**src/rtl/mem_arb_pkg.sv**
```systemverilog
// Shared types and constants for the two-port memory bus arbiter.
package mem_arb_pkg;

  typedef enum logic [1:0] {
    ST_IDLE    = 2'd0,
    ST_ISSUE   = 2'd1,
    ST_RELEASE = 2'd2
  } state_e;

  localparam logic PORT_IFETCH = 1'b0;
  localparam logic PORT_DATA   = 1'b1;

  // Counter only has to reach TIMEOUT-1; keep at least one bit.
  function automatic int unsigned cnt_width(input int unsigned timeout);
    if (timeout <= 1) return 1;
    return $clog2(timeout);
  endfunction

endpackage

```
**src/rtl/mem_bus_arbiter_if.sv**
```systemverilog
// Requester and memory-side signals of mem_bus_arbiter; master = arbiter, slave = environment.
interface mem_bus_arbiter_if #(
  parameter int unsigned ADDR_W = 32,
  parameter int unsigned DATA_W = 32
);
  logic              p0_req, p1_req;
  logic              p0_we, p1_we;
  logic [ADDR_W-1:0] p0_addr, p1_addr;
  logic [DATA_W-1:0] p0_wdata, p1_wdata;
  logic [DATA_W-1:0] p0_rdata, p1_rdata;
  logic              p0_ack, p1_ack;
  logic              p0_err, p1_err;
  logic [31:0]       mem_addr;
  logic              mem_read_en;
  logic              mem_write_en;
  logic [31:0]       mem_write_val;
  logic [31:0]       mem_read_val;
  logic              mem_response;
  logic              busy;
  logic              grant_id;

  modport master (
    input  p0_req, p1_req, p0_we, p1_we, p0_addr, p1_addr, p0_wdata, p1_wdata,
           mem_read_val, mem_response,
    output p0_rdata, p1_rdata, p0_ack, p1_ack, p0_err, p1_err,
           mem_addr, mem_read_en, mem_write_en, mem_write_val, busy, grant_id
  );

  modport slave (
    output p0_req, p1_req, p0_we, p1_we, p0_addr, p1_addr, p0_wdata, p1_wdata,
           mem_read_val, mem_response,
    input  p0_rdata, p1_rdata, p0_ack, p1_ack, p0_err, p1_err,
           mem_addr, mem_read_en, mem_write_en, mem_write_val, busy, grant_id
  );
endinterface

```
**src/rtl/mem_arb_picker.sv**
```systemverilog
// Combinational winner select between the two requesters.
// Round-robin when MEM_ARB_ROUND_ROBIN_EN is defined, otherwise fixed priority to port 1.
module mem_arb_picker
  import mem_arb_pkg::*;
(
  input  logic [1:0] req_i,
  input  logic       last_i,
  output logic       valid_o,
  output logic       win_o
);

`ifdef MEM_ARB_ROUND_ROBIN_EN
  always_comb begin
    valid_o = |req_i;
    win_o   = PORT_IFETCH;
    if (&req_i)        win_o = ~last_i;
    else if (req_i[1]) win_o = PORT_DATA;
  end
`else
  logic unused_last;
  assign unused_last = last_i;

  always_comb begin
    valid_o = |req_i;
    win_o   = req_i[1] ? PORT_DATA : PORT_IFETCH;
  end
`endif

endmodule

```
**src/rtl/mem_bus_arbiter.sv**
```systemverilog
// Two-requester arbiter onto a single 4-phase memory bus with response timeout.
// Arbitration policy selected by MEM_ARB_ROUND_ROBIN_EN (see mem_arb_picker).
module mem_bus_arbiter
  import mem_arb_pkg::*;
#(
  parameter int unsigned ADDR_W  = 32,
  parameter int unsigned DATA_W  = 32,
  parameter int unsigned TIMEOUT = 1024
) (
  input  logic               clk,
  input  logic               reset,
  mem_bus_arbiter_if.master  bus
);

  localparam int unsigned    CW       = cnt_width(TIMEOUT);
  localparam logic [CW-1:0]  CNT_LAST = CW'((TIMEOUT == 0) ? 0 : TIMEOUT - 1);

  state_e            state_q, state_d;
  logic [CW-1:0]     cnt_q, cnt_d;
  logic [ADDR_W-1:0] addr_q, addr_d;
  logic [DATA_W-1:0] wdata_q, wdata_d;
  logic [DATA_W-1:0] rdata0_q, rdata0_d, rdata1_q, rdata1_d;
  logic              we_q, we_d;
  logic              gnt_q, gnt_d;
  logic              rd_en_q, rd_en_d, wr_en_q, wr_en_d;
  logic              ack0_q, ack0_d, ack1_q, ack1_d;
  logic              err0_q, err0_d, err1_q, err1_d;
  logic              pick_valid, pick_win;

  // The grant register doubles as the round-robin pointer: both update on every grant.
  mem_arb_picker u_picker (
    .req_i   ({bus.p1_req, bus.p0_req}),
    .last_i  (gnt_q),
    .valid_o (pick_valid),
    .win_o   (pick_win)
  );

  always_comb begin
    state_d  = state_q;
    cnt_d    = cnt_q;
    addr_d   = addr_q;
    wdata_d  = wdata_q;
    we_d     = we_q;
    gnt_d    = gnt_q;
    rd_en_d  = rd_en_q;
    wr_en_d  = wr_en_q;
    rdata0_d = rdata0_q;
    rdata1_d = rdata1_q;
    ack0_d   = 1'b0;
    ack1_d   = 1'b0;
    err0_d   = 1'b0;
    err1_d   = 1'b0;

    unique case (state_q)
      ST_IDLE: begin
        if (pick_valid) begin
          state_d = ST_ISSUE;
          cnt_d   = '0;
          gnt_d   = pick_win;
          if (pick_win == PORT_DATA) begin
            addr_d  = bus.p1_addr;
            we_d    = bus.p1_we;
            wdata_d = bus.p1_wdata;
          end else begin
            addr_d  = bus.p0_addr;
            we_d    = bus.p0_we;
            wdata_d = bus.p0_wdata;
          end
          rd_en_d = ~we_d;
          wr_en_d = we_d;
        end
      end

      ST_ISSUE: begin
        cnt_d = cnt_q + 1'b1;
        if (bus.mem_response) begin
          state_d = ST_RELEASE;
          rd_en_d = 1'b0;
          wr_en_d = 1'b0;
          if (gnt_q == PORT_DATA) begin
            ack1_d = 1'b1;
            if (!we_q) rdata1_d = bus.mem_read_val[DATA_W-1:0];
          end else begin
            ack0_d = 1'b1;
            if (!we_q) rdata0_d = bus.mem_read_val[DATA_W-1:0];
          end
        end else if (TIMEOUT != 0 && cnt_q == CNT_LAST) begin
          state_d = ST_RELEASE;
          rd_en_d = 1'b0;
          wr_en_d = 1'b0;
          if (gnt_q == PORT_DATA) begin
            ack1_d = 1'b1;
            err1_d = 1'b1;
          end else begin
            ack0_d = 1'b1;
            err0_d = 1'b1;
          end
        end
      end

      ST_RELEASE: begin
        if (!bus.mem_response) state_d = ST_IDLE;
      end

      default: state_d = ST_IDLE;
    endcase
  end

  always_ff @(posedge clk or posedge reset) begin
    if (reset) begin
      state_q  <= ST_IDLE;
      cnt_q    <= '0;
      addr_q   <= '0;
      wdata_q  <= '0;
      we_q     <= 1'b0;
      gnt_q    <= 1'b0;
      rd_en_q  <= 1'b0;
      wr_en_q  <= 1'b0;
      rdata0_q <= '0;
      rdata1_q <= '0;
      ack0_q   <= 1'b0;
      ack1_q   <= 1'b0;
      err0_q   <= 1'b0;
      err1_q   <= 1'b0;
    end else begin
      state_q  <= state_d;
      cnt_q    <= cnt_d;
      addr_q   <= addr_d;
      wdata_q  <= wdata_d;
      we_q     <= we_d;
      gnt_q    <= gnt_d;
      rd_en_q  <= rd_en_d;
      wr_en_q  <= wr_en_d;
      rdata0_q <= rdata0_d;
      rdata1_q <= rdata1_d;
      ack0_q   <= ack0_d;
      ack1_q   <= ack1_d;
      err0_q   <= err0_d;
      err1_q   <= err1_d;
    end
  end

  assign bus.mem_addr      = 32'(addr_q);
  assign bus.mem_write_val = 32'(wdata_q);
  assign bus.mem_read_en   = rd_en_q;
  assign bus.mem_write_en  = wr_en_q;
  assign bus.p0_rdata      = rdata0_q;
  assign bus.p1_rdata      = rdata1_q;
  assign bus.p0_ack        = ack0_q;
  assign bus.p1_ack        = ack1_q;
  assign bus.p0_err        = err0_q;
  assign bus.p1_err        = err1_q;
  assign bus.busy          = (state_q != ST_IDLE);
  assign bus.grant_id      = gnt_q;

endmodule

```
**src/flat_wrapper.sv**
```systemverilog
// flat-port wrapper written by rule: the top's interface ports become plain ports
module mem_bus_arbiter_flat import mem_arb_pkg::*;
#(
  parameter int unsigned ADDR_W  = 32,
  parameter int unsigned DATA_W  = 32,
  parameter int unsigned TIMEOUT = 1024
)
  (clk, reset, bus_p0_req, bus_p1_req, bus_p0_we, bus_p1_we, bus_p0_addr, bus_p1_addr, bus_p0_wdata, bus_p1_wdata, bus_mem_read_val, bus_mem_response, bus_p0_rdata, bus_p1_rdata, bus_p0_ack, bus_p1_ack, bus_p0_err, bus_p1_err, bus_mem_addr, bus_mem_read_en, bus_mem_write_en, bus_mem_write_val, bus_busy, bus_grant_id);
  mem_bus_arbiter_if #(.ADDR_W(ADDR_W), .DATA_W(DATA_W)) bus_i ();
  input  logic clk;
  input  logic reset;
  input wire logic [$bits(bus_i.p0_req)-1:0] bus_p0_req;
  input wire logic [$bits(bus_i.p1_req)-1:0] bus_p1_req;
  input wire logic [$bits(bus_i.p0_we)-1:0] bus_p0_we;
  input wire logic [$bits(bus_i.p1_we)-1:0] bus_p1_we;
  input wire logic [$bits(bus_i.p0_addr)-1:0] bus_p0_addr;
  input wire logic [$bits(bus_i.p1_addr)-1:0] bus_p1_addr;
  input wire logic [$bits(bus_i.p0_wdata)-1:0] bus_p0_wdata;
  input wire logic [$bits(bus_i.p1_wdata)-1:0] bus_p1_wdata;
  input wire logic [$bits(bus_i.mem_read_val)-1:0] bus_mem_read_val;
  input wire logic [$bits(bus_i.mem_response)-1:0] bus_mem_response;
  output wire logic [$bits(bus_i.p0_rdata)-1:0] bus_p0_rdata;
  output wire logic [$bits(bus_i.p1_rdata)-1:0] bus_p1_rdata;
  output wire logic [$bits(bus_i.p0_ack)-1:0] bus_p0_ack;
  output wire logic [$bits(bus_i.p1_ack)-1:0] bus_p1_ack;
  output wire logic [$bits(bus_i.p0_err)-1:0] bus_p0_err;
  output wire logic [$bits(bus_i.p1_err)-1:0] bus_p1_err;
  output wire logic [$bits(bus_i.mem_addr)-1:0] bus_mem_addr;
  output wire logic [$bits(bus_i.mem_read_en)-1:0] bus_mem_read_en;
  output wire logic [$bits(bus_i.mem_write_en)-1:0] bus_mem_write_en;
  output wire logic [$bits(bus_i.mem_write_val)-1:0] bus_mem_write_val;
  output wire logic [$bits(bus_i.busy)-1:0] bus_busy;
  output wire logic [$bits(bus_i.grant_id)-1:0] bus_grant_id;
  assign bus_i.p0_req = bus_p0_req;
  assign bus_i.p1_req = bus_p1_req;
  assign bus_i.p0_we = bus_p0_we;
  assign bus_i.p1_we = bus_p1_we;
  assign bus_i.p0_addr = bus_p0_addr;
  assign bus_i.p1_addr = bus_p1_addr;
  assign bus_i.p0_wdata = bus_p0_wdata;
  assign bus_i.p1_wdata = bus_p1_wdata;
  assign bus_i.mem_read_val = bus_mem_read_val;
  assign bus_i.mem_response = bus_mem_response;
  assign bus_p0_rdata = bus_i.p0_rdata;
  assign bus_p1_rdata = bus_i.p1_rdata;
  assign bus_p0_ack = bus_i.p0_ack;
  assign bus_p1_ack = bus_i.p1_ack;
  assign bus_p0_err = bus_i.p0_err;
  assign bus_p1_err = bus_i.p1_err;
  assign bus_mem_addr = bus_i.mem_addr;
  assign bus_mem_read_en = bus_i.mem_read_en;
  assign bus_mem_write_en = bus_i.mem_write_en;
  assign bus_mem_write_val = bus_i.mem_write_val;
  assign bus_busy = bus_i.busy;
  assign bus_grant_id = bus_i.grant_id;
  mem_bus_arbiter #(.ADDR_W(ADDR_W), .DATA_W(DATA_W), .TIMEOUT(TIMEOUT)) u_core (.clk(clk), .reset(reset), .bus(bus_i));
endmodule
```
**config.mk**
```make
export PLATFORM = sky130hd
export DESIGN_NAME = mem_bus_arbiter_flat
export DESIGN_NICKNAME = d
export VERILOG_FILES = /design/src/rtl/mem_arb_pkg.sv /design/src/rtl/mem_bus_arbiter_if.sv /design/src/rtl/mem_arb_picker.sv /design/src/rtl/mem_bus_arbiter.sv /design/src/flat_wrapper.sv
export SDC_FILE = /design/constraint.sdc
export NUM_CORES = 1
export LEC_CHECK = 0
export BUFFER_PORTS_ARGS = -buffer_cell sky130_fd_sc_hd__buf_4
export CAP_MARGIN = 40
export CORE_MARGIN = 4
export CORE_UTILIZATION = 40
export CTS_CLUSTER_DIAMETER = 30
export CTS_CLUSTER_SIZE = 28
export DETAILED_ROUTE_END_ITERATION = 10
export PLACE_DENSITY = 0.71
export REMOVE_ABC_BUFFERS = 1
export SYNTH_ARGS = -nofsm -noshare
export SYNTH_HDL_FRONTEND = slang
export SYNTH_SLANG_ARGS = --single-unit
```
**constraint.sdc**
```tcl
create_clock -name clk -period 7.4 [get_ports clk]
set_input_delay 0.37 -clock clk [delete_from_list [all_inputs] [get_ports clk]]
set_output_delay 0.37 -clock clk [all_outputs]
set_load 0.01 [all_outputs]
```
==> results of run 1 <==
==> Yosys cell counts <==
cell type	number
buf_12	3
clkbuf_1	14
o21ai_1	1
o31ai_1	1
nand2b_1	1
mux2_2	34
buf_2	8
a21o_1	3
o21ai_0	70
mux2i_1	69
nor4_1	1
inv_1	2
and2b_4	1
and4_1	1
nor3_1	3
a41oi_1	2
ha_1	1
or2_2	1
xor2_1	1
o22ai_1	1
or4b_4	1
nor2_1	7
mux2_4	30
nand4_1	2
nand2_1	80
dfrtp_1	148
buf_6	2
nand3_1	3
buf_1	4
and2_1	1
nor3b_2	1
and3_1	2
a22o_1	3
==> routing by layer <==
| metal | track usage [%] | part of all wire [%] | vias up |
|---|---|---|---|
| met5 | 0 | 0 | - |
| li1 | - | - | 2349 |
| met3 | 9.340 | 11 | 14 |
| met4 | 4.914 | 1.2 | 0 |
| met2 | 32.40 | 48 | 217 |
| met1 | 23.40 | 39 | 2394 |
==> placed cells by master, fill, tap and decap left out <==
cell / netlist / routed
nand3_1: 3 / 3
inv_6: 0 / 2
and4_1: 1 / 1
a21o_1: 3 / 3
clkinvlp_4: 0 / 4
o22ai_1: 1 / 1
ha_1: 1 / 1
buf_4: 0 / 306
inv_1: 2 / 1
nor2_1: 7 / 7
bufinv_16: 0 / 1
nor3_1: 3 / 3
or4b_4: 1 / 1
mux2i_1: 69 / 69
nand2b_1: 1 / 1
and3_1: 2 / 2
nor3b_4: 0 / 1
nand4_1: 2 / 2
clkinv_4: 0 / 2
mux2_4: 30 / 30
clkbuf_16: 0 / 17
or2_2: 1 / 1
nor4_1: 1 / 1
mux2_2: 34 / 34
clkinv_2: 0 / 5
and2_1: 1 / 1
a22o_1: 3 / 3
o21ai_0: 70 / 70
buf_16: 0 / 3
a41oi_1: 2 / 2
clkbuf_8: 0 / 1
and2b_4: 1 / 1
nand2_1: 80 / 80
o21ai_4: 0 / 1
dfrtp_1: 148 / 148
xor2_1: 1 / 1
o31ai_1: 1 / 1
==> how the worst min path moves through the flow <==
| stage | endpoint | from | slack, ns |
|---|---|---|---|
| after floorplan | u_core.cnt_q[6]$_DFFE_PP0P_ | u_core.cnt_q[6]$_DFFE_PP0P_ | 0.44 |
| after global placement | u_core.cnt_q[9]$_DFFE_PP0P_ | u_core.cnt_q[9]$_DFFE_PP0P_ | 0.46 |
| after global routing | u_core.bus.mem_addr[4]$_DFFE_PP0P_ | reset | 0.07 |
| after detailed placement | u_core.cnt_q[9]$_DFFE_PP0P_ | u_core.cnt_q[9]$_DFFE_PP0P_ | 0.46 |
| after CTS | u_core.bus.mem_addr[24]$_DFFE_PP0P_ | reset | 0.05 |
| final | u_core.bus.mem_addr[24]$_DFFE_PP0P_ | reset | 0.02 |
==> final cells by class <==
cell class / instances / area (um2) / area share [%]
inverters: 2 / 12.51 / 0.1337
multi-input cells: 321 / 2450 / 26.17
flip-flops and latches: 148 / 3704 / 39.57
repair buffers: 309 / 2380 / 25.42
well taps: 211 / 264.0 / 2.820
clock buffers: 18 / 439.2 / 4.692
clock inverters: 13 / 111.4 / 1.190
==> kinds of logic (layout without fill, tap and decap cells) <==
| kind of cell | Yosys count | in the layout | synth area share (%) |
|---|---|---|---|
| fa+ha+maj | 1 | 1 | 0.1975 |
| compound gates | 81 | 81 | 6.875 |
| xor+xnor | 1 | 1 | 0.1383 |
| flops | 148 | 148 | 58.47 |
| mux | 133 | 133 | 24.06 |
| buf+inv | 33 | 342 | 3.121 |
| simple gates | 105 | 105 | 7.132 |
==> through the flow <==
stage / utilization, % / total power [uW]
after global routing: 60.90 / 4023
after detailed placement: 57.31 / 3008
after global placement: 56.78 / 2933
after floorplan: - / 2144
final: 60.90 / 3775
after CTS: 60.90 / 3819
==> power by group through the flow <==
stage | sequential [uW] | combinational [uW] | clock [uW]
2_1_floorplan | 1560 | 587 | 0
3_3_place_gp | 1410 | 1520 | 0
3_5_place_dp | 1420 | 1580 | 0
4_1_cts | 1420 | 1580 | 817
5_1_grt | 1470 | 1690 | 860
6_report | 1420 | 1560 | 800
==> state kept, by name (all words and copies together), names as in the netlist <==
| register | cells |
|---|---|
| u_core.bus.mem_addr | 32 |
| u_core.bus.p0_ack | 1 |
| u_core.bus.p1_err | 1 |
| u_core.bus.mem_write_val | 32 |
| u_core.bus.p1_rdata | 32 |
| u_core.we_q | 1 |
| u_core.bus.p0_err | 1 |
| u_core.bus.p1_ack | 1 |
| u_core.cnt_q | 10 |
| u_core.bus.mem_read_en | 1 |
| u_core.bus.p0_rdata | 32 |
| u_core.bus.mem_write_en | 1 |
| u_core.bus.grant_id | 1 |
| u_core.state_q | 2 |
==> critical path: cells and delay by family (launching register included) <==
family / cells / cell delay [ns]
simple gates: 2 / 1.12
flops: 1 / 0.40
mux: 1 / 0.39
==> summary.md, run 1 <==
| Metric | Value |
|---|---|
| Reg2Reg Launch Point | `u_core.state_q[1]$_DFFE_PP0P_` |
| Via density | `4.867` |
| Minimum clock period | `2.070 ns` |
| Setup Fix Bufs, Post-CTS | `0` |
| Global route total overflow | `0` |
| Number of H-tree levels | `4` |
| Global-route wire length before repair | `27850 um` |
| Worst-Margin Slew | `0.6229 ns` |
| Vias in the first global route | `5146` |
| Core area | `15370 um2` |
| Port bufs | `302` |
| F_max | `483.0 MHz` |
| Crit-path max FO | `32` |
| R2r worst-path depth | `3` |
| Critical path, cell by cell | `nand2b_1 -> or4b_4 -> mux2_4` |
| Hpwl dp | `13750 um` |
| Fin crit share | `27.98%` |
| Fin cells | `1022` |
| Worst path required time | `7.69 ns` |
| Synth Cell Area | `6334 um2` |
| TritonCTS clock tree | `yes` |
| Sw frac | `33.78%` |
| Worst Setup Slack, final | `5.330 ns` |
| Placed inst area | `8810 um2` |
| DIE HEIGHT | `133.8 um` |
| Synth warn | `0` |
| Total Wirelength | `17820 um` |
| Reg2reg end | `u_core.bus.p0_rdata[13]$_DFFE_PP0P_` |
| Fin. Hold Viols | `0` |
| Max Cap Viol | `0` |
| Initial antenna violation count | `0` |
| Netlist cell types | `33` |
| Global Route Usage Sum | `19.68%` |
| Initial core utilization | `41.20%` |
| Filler cells | `1239` |
| Critical path startpoint | `u_core.state_q[1]$_DFFE_PP0P_` |
| Critical Path Slowest Stage Cell | `or4b_4` |
| Antenna Diode Count | `0` |
| Status | `complete, no violations` |
| Gate Count Post-Synth | `502` |
| Post-synthesis sequential area ratio | `58.47%` |
| Final setup fails | `0` |
| Post-CTS Hold Buffers | `0` |
| Slew Limit Fails | `0` |
| Largest net degree at the start of global routing | `108` |
| Min-Delay Path Class | `input pin to async pin` |
| WP data arrival | `2.36 ns` |
| Clk sinks | `148` |
| Post-route ant nets | `0` |
| Post-CTS sizing | `0` |
| Layout cells sized above 1 | `50.55%` |
| Power share of the clock group | `21.2%` |
| Logic pwr share | `41.2%` |
| Syn Area/Cell | `12.62 um2` |
| CTS max path bufs | `2` |
| Dpl cells | `991` |
| Area Overhead vs Synth | `47.79%` |
| WHS | `0.01892 ns` |
| Critical path launch point type | `flop` |
| Pleak | `0.004834 uW` |
| FF-to-FF setup slack | `5.33 ns` |
| Sw Pwr | `1275 uW` |
| RSZ-0062 raised after global routing | `false` |
| Area share of the largest cell type after synthesis | `58.47%` |
| Clock root buffer | `clkbuf_16` |
| Slew margin rel. | `58.48%` |
| Worst-path clk slew | `0.06 ns` |
| Crit path largest cell delay | `0.83 ns` |
| Pint | `2500 uW` |
| Max VDD drop | `204.7 uV` |
| Routed vias | `4974` |
| Worst Setup Path Type | `flop to flop` |
| Seq pwr share | `37.6%` |
| Top cells by area, synth | `dfrtp_1, mux2i_1, mux2_4, mux2_2, o21ai_0` |
| Worst Setup EP | `u_core.bus.p0_rdata[13]$_DFFE_PP0P_` |
| Yosys top cell by area | `dfrtp_1` |
| Design area | `9360 um2` |
| DRT Pass-1 Iters | `4` |
| Num CTS Buffers | `17` |
| Floorplan row count | `45` |
| Die X | `133.8 um` |
| GPL Wtd Cong | `0.8559` |
| Top-Level Pins | `303` |
| Final TNS setup | `0 ns` |
| Drt wl/cell | `17.44 um` |
| Synthesis-stage register bit count | `148` |
| Critical Path End Type | `flop` |
| Drt first-iter violations | `165` |
| Post-Place Worst Slack | `5.341 ns` |
| Skew final | `0.007197 ns` |
| Worst-skew pair later-pin latency | `0.41 ns` |
| Remaining DRCs | `0` |
| Pwr dens | `403.3 nW/um2` |
| Die area | `17910 um2` |
| Final #Nets | `967` |
No activity file was read; power rests on OpenSTA's default activity.
==> inputs of run 2 (changes only) <==
Clock period 7.4 ns to 2.1 ns, I/O delays scaled along.
==> run 2 against run 1 <==
  * Count of clock-buffer cells in the layout up 3
  * Setup slack worse by 5.1 ns
  * Critical path type unchanged
  * Maximum frequency up 8.7%
  * Clock power rose to 3.8 times the previous value
  * Total power rose to 3.7 times the previous value
  * Clock skew down 0.00064 ns
  * Via count up 17%
  * Cell area up 16%
  * Non-clock buffer count up 150
  * Combinational power rose to 3.8 times the previous value
  * Register-to-register slack worse by 5.1 ns
==> summary.md, run 2 (same netlist as run 1, synthesis figures left out) <==
| Metric | Value |
|---|---|
| Status | `complete, no violations` |
| Total Wirelength | `21950 um` |
| Slew Limit Fails | `0` |
| Post-CTS Hold Buffers | `150` |
| DRT Pass-1 Iters | `5` |
| Worst-Margin Slew | `0.7542 ns` |
| CTS max path bufs | `2` |
| Critical Path Slowest Stage Cell | `or4b_4` |
| Worst-path clk slew | `0.06 ns` |
| Critical path launch point type | `flop` |
| Drt first-iter violations | `216` |
| Family with the most delay on the worst path | `simple AND/OR/NAND/NOR gates` |
| Most frequent cells in the layout | `buf_4, dlygate4sd3_1, dfrtp_1` |
| Pwr dens | `1286 nW/um2` |
| Remaining DRCs | `0` |
| Fin. Hold Viols | `0` |
| Floorplan row count | `45` |
| Port bufs | `302` |
| Crit-path max FO | `32` |
| Buf/Inv on CP | `0` |
| WP data arrival | `2.20 ns` |
| TritonCTS clock tree | `yes` |
| Post-CTS sizing | `0` |
| Minimum clock period | `1.905 ns` |
| Initial core utilization | `41.20%` |
| Layout cells sized above 1 | `42.52%` |
| Antenna Diode Count | `0` |
| Die X | `133.8 um` |
| Pleak | `0.005470 uW` |
| Post-route ant nets | `0` |
| Worst path required time | `2.39 ns` |
| Global Route Usage Sum | `24.63%` |
| RSZ-0062 raised after global routing | `false` |
| Num CTS Buffers | `17` |
| Hpwl dp | `13850 um` |
| Critical path, cell by cell | `nand2b_1 -> or4b_4 -> mux2_4` |
| Fin crit share | `90.73%` |
| Critical Path End Type | `flop` |
| Worst-skew pair later-pin latency | `0.42 ns` |
| Setup Fix Bufs, Post-CTS | `0` |
| Max VDD drop | `659.9 uV` |
| Commonest non-fill, non-tap cell in the layout | `buf_4` |
| FF-to-FF setup slack | `0.19 ns` |
| Final setup fails | `0` |
| DIE HEIGHT | `133.8 um` |
| Drt wl/cell | `18.72 um` |
| Final #Nets | `1117` |
| Core Util, Final | `70.92%` |
| Max Cap Viol | `0` |
| Area Overhead vs Synth | `72.11%` |
| Filler cells | `998` |
| Routed vias | `5795` |
| WHS | `0.007182 ns` |
| Slew margin rel. | `49.53%` |
| F_max | `524.9 MHz` |
| Clk sinks | `148` |
| Worst Setup Path Type | `flop to flop` |
| Via density | `4.940` |
| Largest net degree at the start of global routing | `87` |
| GPL Wtd Cong | `0.8255` |
| Top-Level Pins | `303` |
| Core area | `15370 um2` |
| Global-route wire length before repair | `34620 um` |
| Die area | `17910 um2` |
| Initial antenna violation count | `0` |
| Min-Delay Path Class | `input pin to flop` |
| Crit path largest cell delay | `0.78 ns` |
| Global route total overflow | `0` |
| Vias in the first global route | `6416` |
| Number of H-tree levels | `4` |
| Clock root buffer | `clkbuf_16` |
| Skew final | `0.006554 ns` |
==> run 2: changes by cell type in the layout (fill, tap and decap cells not counted) <==
cell	before	now
buf_12	0	5
buf_16	3	0
buf_4	306	304
bufinv_16	1	2
clkbuf_1	0	2
clkbuf_8	1	2
clkinv_2	5	2
dlygate4sd3_1	0	150
==> run 2: metal layers <==
| layer | vias to the layer above | routed length (um) | track usage (%) |
|---|---|---|---|
| li1 | 2641 | - | - |
| met1 | 2837 | 8252 | 28.16 |
| met2 | 280 | 11140 | 42.84 |
| met3 | 37 | 2004 | 8.815 |
| met4 | 0 | 554 | 8.514 |
| met5 | - | 0 | 0 |
==> run 2: layout make-up <==
class	count	area, um2	share of cell area [%]
multi-input combinational	321	2450	22.47
clock inverter	11	126.4	1.159
timing repair buffer	459	3884	35.63
tap	211	264.0	2.422
clock buffer	21	460.4	4.224
inverter	2	12.51	0.1148
sequential	148	3704	33.98
==> run 2: metrics by stage <==
step | setup slack (ns) | total power (uW) | std cells | setup TNS [ns] | instance area [um2]
CTS | 0.1968 | 13940 | 1173 | 0 | 10900
floorplan | -2.527 | 7411 | 471 | -489.88 | 6143
finish | 0.1947 | 14020 | 1173 | 0 | 10900
global placement | 0.2353 | 10420 | 991 | 0 | 8812
detailed placement | 0.2175 | 10610 | 991 | 0 | 8812
global route | 0.1371 | 14810 | 1173 | 0 | 10900
==> run 2: worst reg2reg max path, cell delays in order, from the launching register on <==
cell and delay, ns:
dfrtp_1 0.40, nand2b_1 0.17, or4b_4 0.78, mux2_4 0.43
==> run 2: report_power, final <==
group	total, uW	switching [uW]	internal [uW]
Clock	3000	1190	1810
Combinational	5950	2740	3210
Sequential	5070	887	4180
==> run 2: worst paths after layout <==
kind / endpoint / start / cells after the start
setup / recovery: u_core.bus.p0_rdata[23]$_DFFE_PP0P_ / u_core.state_q[1]$_DFFE_PP0P_ / 3
setup reg to reg: u_core.bus.p0_rdata[23]$_DFFE_PP0P_ / u_core.state_q[1]$_DFFE_PP0P_ / 3
hold reg to reg: u_core.bus.mem_write_val[24]$_DFFE_PP0P_ / u_core.bus.mem_write_val[24]$_DFFE_PP0P_ / 2
hold / removal: u_core.bus.mem_addr[6]$_DFFE_PP0P_ / bus_p0_addr[6] / 3
max in group asynchronous: u_core.bus.p1_rdata[29]$_DFFE_PP0P_ / reset / 4
min in group asynchronous: u_core.bus.p1_rdata[14]$_DFFE_PP0P_ / reset / 3
==> inputs of run 3 (changes only) <==
==> constraint.sdc (replaced) <==
create_clock -name clk -period 2.1 [get_ports clk]
set_input_delay 0 -clock clk [delete_from_list [all_inputs] [get_ports clk]]
set_output_delay 0 -clock clk [all_outputs]
set_load 0.01 [all_outputs]
==> run 3 against run 2 <==
  * Maximum frequency fell by 1.8%
  * Sequential power barely moved
  * Sequential share of layout area fell by 0.64 points
  * Cell area rose by 1.9%
  * Non-clock buffer count rose by 16
  * Combinational power rose by 1%
  * First-iteration DRC count rose by 4.6%
  * Wire length rose by 2.7%
  * Highest routed layer unchanged
  * Register-to-register slack got worse by 0.03 ns
  * Core utilization rose by 1.4 points
==> summary.md, run 3 (same netlist as run 1, synthesis figures left out) <==
| Metric | Value |
|---|---|
| Met1 wire length | `8810 um` |
| Routed vias | `5996` |
| Critical Path End Type | `flop` |
| Commonest non-fill, non-tap cell in the layout | `buf_4` |
| Global-route wire length before repair | `34950 um` |
| Vias in the first global route | `6603` |
| Max Cap Viol | `0` |
| DRT Pass-1 Iters | `5` |
| Worst path required time | `2.40 ns` |
| Sw frac | `33.91%` |
| Layout cells sized above 1 | `41.97%` |
| Max VDD drop | `984.0 uV` |
| WHS | `0.04910 ns` |
| Crit path largest cell delay | `0.79 ns` |
| F_max | `515.4 MHz` |
| Floorplan row count | `45` |
| Most frequent cells in the layout | `buf_4, dlygate4sd3_1, dfrtp_1` |
| Post-CTS sizing | `0` |
| Pwr dens | `1301 nW/um2` |
| Post-CTS Hold Buffers | `165` |
| Critical path launch point type | `flop` |
| Worst Setup Path Type | `flop to flop` |
| Fin crit share | `92.39%` |
| CTS max path bufs | `2` |
| Sw Pwr | `4902 uW` |
| Global route total overflow | `0` |
| Worst-path clk slew | `0.06 ns` |
| Slew margin rel. | `49.88%` |
| Num CTS Buffers | `17` |
| Remaining DRCs | `0` |
| Critical Path Slowest Stage Cell | `or4b_4` |
| WP data arrival | `2.24 ns` |
| Min-Delay Path Class | `input pin to flop` |
| Critical path, cell by cell | `nand2b_1 -> or4b_4 -> mux2_4` |
| Via density | `5.043` |
| Largest net degree at the start of global routing | `87` |
| Filler cells | `937` |
| Hpwl dp | `13670 um` |
| Pint | `9555 uW` |
| Crit-path max FO | `32` |
| Final #Nets | `1133` |
| Post-route ant nets | `0` |
| Skew final | `0.005968 ns` |
| Port bufs | `302` |
| Initial antenna violation count | `0` |
| Met2 Routed Length | `10990 um` |
| GPL Wtd Cong | `0.8296` |
| Initial core utilization | `41.20%` |
| Global Route Usage Sum | `24.88%` |
| Logic pwr share | `41.7%` |
| Final setup fails | `0` |
| Top-Level Pins | `303` |
| Clock root buffer | `clkbuf_16` |
| TritonCTS clock tree | `yes` |
| Die X | `133.8 um` |
| Drt wl/cell | `18.97 um` |
| Core area | `15370 um2` |
| Fin cells | `1189` |
| Fin. Hold Viols | `0` |
| Pleak | `0.005563 uW` |
| Total Wirelength | `22550 um` |
| Drt first-iter violations | `226` |
| Area Overhead vs Synth | `75.39%` |
| Status | `complete, no violations` |
| Clk sinks | `148` |
| Number of H-tree levels | `4` |
| Uppermost layer routed | `met4` |
| Worst-Margin Slew | `0.7490 ns` |
| Die area | `17910 um2` |
| RSZ-0062 raised after global routing | `false` |
| Worst-skew pair later-pin latency | `0.41 ns` |
| Dpl cells | `992` |
| Minimum clock period | `1.940 ns` |
| Seq pwr share | `35.3%` |
| Slew Limit Fails | `0` |
| Power share of the clock group | `23.0%` |
| Setup Fix Bufs, Post-CTS | `0` |
| DIE HEIGHT | `133.8 um` |
| Met3 WL | `1874 um` |
-- run 3: final timing paths --
| check | start | to | slack [ns] | cells after the start |
|---|---|---|---|---|
| worst max-delay path | u_core.state_q[1]$_DFFE_PP0P_ | u_core.bus.p0_rdata[17]$_DFFE_PP0P_ | 0.16 | 3 |
| worst min-delay path | bus_p0_we | u_core.we_q$_DFFE_PP0P_ | 0.05 | 4 |
| worst max register to register | u_core.state_q[1]$_DFFE_PP0P_ | u_core.bus.p0_rdata[17]$_DFFE_PP0P_ | 0.16 | 3 |
| worst min register to register | u_core.cnt_q[6]$_DFFE_PP0P_ | u_core.cnt_q[6]$_DFFE_PP0P_ | 0.48 | 1 |
| max in group asynchronous | reset | u_core.cnt_q[1]$_DFFE_PP0P_ | 1.17 | 4 |
| min in group asynchronous | reset | u_core.bus.mem_addr[24]$_DFFE_PP0P_ | 0.19 | 3 |
-- run 3: area by class of cell --
type	count	area [um2]	area share [%]
Timing Repair Buffer	475	4029	36.27
Sequential cell	148	3704	33.34
Multi-Input combinational cell	321	2450	22.05
Clock buffer	19	442.9	3.987
Tap cell	211	264.0	2.377
Clock inverter	12	203.9	1.836
Inverter	2	12.51	0.1126
Antenna cell	1	2.502	0.02253
-- run 3: critical path: cells and delay by family (launching register included) --
kind | cells | cell delay (ns)
AND/OR/NAND/NOR | 2 | 0.97
flip-flops | 1 | 0.41
multiplexers | 1 | 0.41
-- run 3: per-layer routing --
layer,global-route usage [%],vias up
li1,-,2689
met1,28.72,2933
met2,41.83,313
met3,8.477,61
met4,11.54,0
met5,0,-
-- run 3: power by group through the flow --
stage	registers, uW	logic, uW	clock network [uW]
CTS	5010	5870	3380
global route	5220	6450	3500
detailed placement	5020	5580	0
finish	5100	6020	3330
global placement	4980	5440	0
floorplan	5470	1940	0
-- run 3: stage by stage --
| stage | utilization (%) | TNS [ns] | setup slack, ns | power (uW) | instance area [um2] |
|---|---|---|---|---|---|
| 3_5_place_dp | 57.30 | 0 | 0.1968 | 10590 | 8807 |
| 6_report | 72.27 | 0 | 0.1597 | 14460 | 11110 |
| 4_1_cts | 72.25 | 0 | 0.1853 | 14260 | 11110 |
| 5_1_grt | 72.25 | 0 | 0.1212 | 15180 | 11110 |
| 3_3_place_gp | 57.30 | 0 | 0.2384 | 10430 | 8807 |
| 2_1_floorplan | - | -466.78 | -2.422 | 7411 | 6143 |
